$ cat src/rtl/event_logger_pkg.sv
// rtl/event_logger_pkg.sv - shared constants and helpers for the event logger
package event_logger_pkg;

  localparam int LOST_W = 32;

  // Increment that holds at all-ones instead of wrapping
  function automatic logic [LOST_W-1:0] sat_inc(input logic [LOST_W-1:0] v);
    return (v == {LOST_W{1'b1}}) ? v : v + LOST_W'(1);
  endfunction

endpackage

$ cat src/rtl/logger_fifo.sv
// rtl/logger_fifo.sv - synchronous show-ahead FIFO holding captured events
module logger_fifo #(
  parameter int ENTRY_W = 80,
  parameter int DEPTH   = 16
) (
  input  logic                       clk,
  input  logic                       reset,
  input  logic                       push,
  input  logic                       pop,
  input  logic [ENTRY_W-1:0]         din,
  output logic [ENTRY_W-1:0]         dout,
  output logic [$clog2(DEPTH):0]     count,
  output logic                       full,
  output logic                       empty
);

  localparam int AW = $clog2(DEPTH);
  localparam int CW = AW + 1;

  logic [ENTRY_W-1:0] r_mem [DEPTH];
  logic [AW:0]        r_wr_ptr;
  logic [AW:0]        r_rd_ptr;
  logic [CW-1:0]      r_count;
  logic               w_pop_ok;
  logic               w_push_ok;

  // Extra pointer bit separates full (MSBs differ) from empty (pointers equal)
  assign empty     = (r_wr_ptr == r_rd_ptr);
  assign full      = (r_wr_ptr[AW] != r_rd_ptr[AW]) &&
                     (r_wr_ptr[AW-1:0] == r_rd_ptr[AW-1:0]);
  assign w_pop_ok  = pop && !empty;
  // A pop in the same cycle frees a slot, so a push into a full FIFO still lands
  assign w_push_ok = push && (!full || w_pop_ok);
  assign dout      = r_mem[r_rd_ptr[AW-1:0]];
  assign count     = r_count;

  // Storage write; contents are deliberately left unreset
  always_ff @(posedge clk) begin
    if (w_push_ok) begin
      r_mem[r_wr_ptr[AW-1:0]] <= din;
    end
  end

  // Pointer and occupancy update
  always_ff @(posedge clk) begin
    if (reset) begin
      r_wr_ptr <= '0;
      r_rd_ptr <= '0;
      r_count  <= '0;
    end else begin
      if (w_push_ok) begin
        r_wr_ptr <= r_wr_ptr + CW'(1);
      end
      if (w_pop_ok) begin
        r_rd_ptr <= r_rd_ptr + CW'(1);
      end
      case ({w_push_ok, w_pop_ok})
        2'b10:   r_count <= r_count + CW'(1);
        2'b01:   r_count <= r_count - CW'(1);
        default: r_count <= r_count;
      endcase
    end
  end

endmodule

$ cat src/rtl/event_logger.sv
// rtl/event_logger.sv - timestamps flagged monitor events into a host-readable FIFO
module event_logger
  import event_logger_pkg::*;
#(
  parameter int WIDTH    = 16,
  parameter int DEPTH    = 16,
  parameter int TS_WIDTH = 32
) (
  input  logic                     clk,
  input  logic                     reset,
  input  logic                     i_event,
  input  logic [WIDTH-1:0]         i_dut_ia,
  input  logic [WIDTH-1:0]         i_dut_ib,
  input  logic [WIDTH-1:0]         i_dut_os,
  input  logic                     i_freeze,
  input  logic                     i_pop,
  output logic                     o_valid,
  output logic [WIDTH-1:0]         o_a,
  output logic [WIDTH-1:0]         o_b,
  output logic [WIDTH-1:0]         o_s,
  output logic [TS_WIDTH-1:0]      o_timestamp,
  output logic [$clog2(DEPTH):0]   o_count,
  output logic                     o_full,
  output logic [LOST_W-1:0]        o_lost_ctr
);

  localparam int AW      = $clog2(DEPTH);
  localparam int ENTRY_W = 3*WIDTH + TS_WIDTH;

  logic [TS_WIDTH-1:0] r_ts;
  logic [LOST_W-1:0]   r_lost;
  logic                w_req;
  logic                w_pop_acc;
  logic                w_full;
  logic                w_empty;
  logic [AW:0]         w_count;
  logic [ENTRY_W-1:0]  w_din;
  logic [ENTRY_W-1:0]  w_dout;

  assign w_req     = i_event && !i_freeze;
  assign w_pop_acc = i_pop && !w_empty;
  assign w_din     = {i_dut_ia, i_dut_ib, i_dut_os, r_ts};

  logger_fifo #(
    .ENTRY_W (ENTRY_W),
    .DEPTH   (DEPTH)
  ) u_fifo (
    .clk   (clk),
    .reset (reset),
    .push  (w_req),
    .pop   (i_pop),
    .din   (w_din),
    .dout  (w_dout),
    .count (w_count),
    .full  (w_full),
    .empty (w_empty)
  );

  assign o_valid     = !w_empty;
  assign o_count     = w_count;
  assign o_full      = w_full;
  assign o_lost_ctr  = r_lost;
  assign o_a         = w_dout[ENTRY_W-1 -: WIDTH];
  assign o_b         = w_dout[ENTRY_W-WIDTH-1 -: WIDTH];
  assign o_s         = w_dout[TS_WIDTH +: WIDTH];
  assign o_timestamp = w_dout[TS_WIDTH-1:0];

  // Free-running cycle stamp, independent of freeze
  always_ff @(posedge clk) begin
    if (reset) begin
      r_ts <= '0;
    end else begin
      r_ts <= r_ts + TS_WIDTH'(1);
    end
  end

  // Count events dropped because the FIFO was full and nothing was popped
  always_ff @(posedge clk) begin
    if (reset) begin
      r_lost <= '0;
    end else if (w_req && w_full && !w_pop_acc) begin
      r_lost <= sat_inc(r_lost);
    end
  end

endmodule

$ cat config.mk
export PLATFORM = sky130hd
export DESIGN_NAME = event_logger
export DESIGN_NICKNAME = d
export VERILOG_FILES = /design/src/rtl/event_logger_pkg.sv /design/src/rtl/logger_fifo.sv /design/src/rtl/event_logger.sv
export SDC_FILE = /design/constraint.sdc
export NUM_CORES = 1
export LEC_CHECK = 0
export BUFFER_PORTS_ARGS = -buffer_cell sky130_fd_sc_hd__buf_2
export CAP_MARGIN = 20
export CORE_ASPECT_RATIO = 1.2
export CORE_MARGIN = 1
export CORE_UTILIZATION = 41
export CTS_BUF_LIST = sky130_fd_sc_hd__clkbuf_4
export CTS_CLUSTER_SIZE = 30
export DETAILED_ROUTE_END_ITERATION = 10
export GPL_ROUTABILITY_DRIVEN = 0
export HOLD_SLACK_MARGIN = 0.02
export PLACE_DENSITY = 0.57
export SLEW_MARGIN = 15
export SYNTH_ARGS = -nofsm -noshare
export SYNTH_HDL_FRONTEND = slang
export SYNTH_SLANG_ARGS = --single-unit
$ cat constraint.sdc
create_clock -name clk -period 22.5 [get_ports clk]
set_input_delay 0 -clock clk [delete_from_list [all_inputs] [get_ports clk]]
set_output_delay 0 -clock clk [all_outputs]
set_load 0.01 [all_outputs]
==> impl_metrics.ini <==
[run_status]
status = finished clean

[logic_synthesis]
synth_area_leaders = edfxtp_1 74%, mux4_2 17%, dfxtp_1 3.2%
synth_top_family_by_area = multiplexers
ys_seq_area_share_pct = 77.1
synthFlopType = edfxtp_1
synth_top_area_cell = edfxtp_1
async_flop_share_pct = 0
mappedNetlistArea_sq_um = 52000
synth_enable_flop_cells = 1280
syn_area_per_cell_sq_um = 23.0
synth-simple-area-share_pct = 2.40
syn-instance-count = 2265
syn-num-nets = 2329
synth_compound_area_share_pct = 0.960
synth-seq-cells = 1363
synth_xor_area_share_pct = 0.705
synth_cell_types = 48
synth-adder-area-share_pct = 0.279
muxShareOfSynthArea_pct = 17.5
yosys_warnings = 0
netlist.area_leader.share_pct = 73.9

[grt]
grt_pass1_wl_um = 178000
antenna_found_initial = 6
grt_usage_pct = 19.0
grtUsageMet3_pct = 4.68
grt_pass1_vias = 28000
use_met1_pct = 23.5
grt-busiest-layer = met2
grt_max_degree = 112
met2_usage_pct = 32.9
grt.overflow.total = 0

[place]
portBuffers = 171
placedCellCount = 4029
placed_cell_area_sq_um = 55000
dp_hpwl_um = 61500

[setup_path]
required_ps = 22500
endpoint_kind = output pin
start_kind = flop
r2r_slack_ps = 17990
crit_path_max_fanout = 69
reg2reg_to = u_fifo.r_mem[14][67]
path_class = reg2out
rr_worst_depth = 7
arrival_ps = 5310
r2r-start = u_fifo.r_wr_ptr[2]
worstSetupEndpoint = o_b[1]

[sta]
period_minus_slack_ps = 5310
fin_hold_ws_ps = 404
tns_ps = 0
slew_headroom_pct = 25.1
max_slew.worst_pin.slew_ps = 1120
hold_violations = 0
rsz0062_at_grt = false
post-route-period-util_pct = 23.6
setup_viol = 0
finClkSkew_ps = 94.5
fmax_mhz = 188
drv_slew = 0

[clock_tree]
clkSlewWorstSetupHoldPaths_ps = 60
clkLatencyLatePin_ps = 1210
holdBufCountCts = 107
cts_root_buf = clkbuf_4
post-cts-setup-buffer-count = 0
ctsResizeCount = 0
cts_max_level = 5
cts_buffers = 349
cts_tree = built
cts_sinks = 1363
cts_buffer_depth = 4

[power]
ir_drop_v = 0.0000458
p_total_mw = 5.23
powerDensity_nw_per_um2 = 86.8
leakagePower_nw = 19.1

[floorplanning]
rows = 142
die-height_um = 392
start_util_pct = 41.5
die_x_um = 327
coreArea_sq_um = 125000
io_pins = 172
die-area_sq_um = 128000

[route]
firstDrtPassIters = 5
viasPerCell = 5.43
via_count = 25700
drt-total-wl_um = 120000
first_iter_violations = 2120
drc = 0
wl_per_cell_um = 25.3
drtAntennaViolNets = 0

[layout]
fin_area_sq_um = 60300
final_cell_mix = 1,280 x edfxtp_1, 500 x clkbuf_4, 400 x mux4_2
nNetsFinal = 2898
ff_latch_area_sq_um = 40100
area_growth_pct = 15.9
mostFrequentLayoutCell = edfxtp_1
nFillCells = 10400
multiInputGateArea_sq_um = 11500
drive_above_1_share_pct = 38.5
instances_no_fill = 4721

[run]
drv_cap = 0

[hold_path]
hold_depth = 3
hp-class = in2reg
[metal layers]
| metal | routed length [um] | part of all wire [%] |
|---|---|---|
| met1 | 48400 | 40 |
| met2 | 62300 | 52 |
| met3 | 6670 | 5.6 |
| met4 | 2090 | 1.8 |
| met5 | 27 | 0.023 |
[registers in the layout, indices dropped and copies added, names as in the netlist, named ones only]
name             flops
u_fifo.count         5
r_ts                32
u_fifo.r_mem      1280
o_lost_ctr          32
u_fifo.r_rd_ptr      5
u_fifo.r_wr_ptr      5
[final cells by class]
| class | instances | area share, % |
|---|---|---|
| inverters | 8 | 0.0498 |
| multi-input cells | 779 | 19.1 |
| diodes | 5 | 0.0208 |
| flip-flops and latches | 1363 | 66.5 |
| clock inverters | 77 | 0.677 |
| repair buffers | 333 | 3.99 |
| well taps | 1656 | 3.44 |
| clock buffers | 500 | 6.23 |
[kinds of logic (layout without fill, tap and decap cells)]
kind of cell / after synthesis / in the layout
flip-flops: 1363 / 1363
multiplexers: 409 / 409
AND/OR/NAND/NOR: 230 / 230
buffers and inverters: 123 / 918
AO/OA/AOI/OAI: 88 / 88
XOR/XNOR: 41 / 41
adder cells (fa/ha/maj): 11 / 11
other: 0 / 5
[power breakdown]
part	leakage (nW)	internal [mW]	switching (mW)	total, mW
Sequential	12.3	2.77	0.0174	2.79
Clock	2.50	1.06	0.941	2.00
Combinational	4.27	0.229	0.215	0.443
[cells in the mapped netlist, types with 2 or more instances]
library cell  number
edfxtp_1        1280
mux4_2           400
dfxtp_1           83
clkbuf_1          69
nor2_1            68
a21oi_1           42
buf_2             40
nand4_1           28
nand2_1           24
xor2_1            24
nand3_1           23
o21ai_0           23
or3_1             21
xnor2_1           16
nor3_1            12
o31ai_1           12
or4_1             12
and3_1            10
ha_1              10
inv_1              8
nor2b_1            7
mux2_2             6
and4_1             5
nor4_1             4
a21o_1             3
mux2i_1            3
nand2b_1           3
a211oi_1           2
and2_1             2
buf_1              2
buf_6              2
nor3_4             2
nor4b_1            2
o2111ai_1          2
o211ai_1           2
[how the worst min path moves through the flow]
stage            startpoint  slack [ps]             endpoint
5_1_grt        i_dut_ia[12]         320  u_fifo.r_mem[1][76]
2_1_floorplan   i_dut_os[0]         100  u_fifo.r_mem[0][32]
6_report       i_dut_ia[12]         400  u_fifo.r_mem[5][76]
4_1_cts        i_dut_ia[12]         230  u_fifo.r_mem[5][76]
3_5_place_dp    i_dut_os[4]         390  u_fifo.r_mem[3][36]
3_3_place_gp    i_dut_os[9]         350  u_fifo.r_mem[1][41]
[through the flow]
step                      util [%]  worst slack, ps
after floorplan                  -            15020
after global placement        43.9            18020
after detailed placement      43.9            17950
after CTS                     48.1            16540
after global routing          48.1            16690
final                         48.1            17190
[critical path, cell delays in order (launching register included)]
cell and delay [ps]:
dfxtp_4 330, buf_4 800, buf_4 540, buf_16 340, buf_4 610, buf_12 310, mux4_2 330, mux4_2 520
buf_2 170
(Power assumes the default switching activity.)
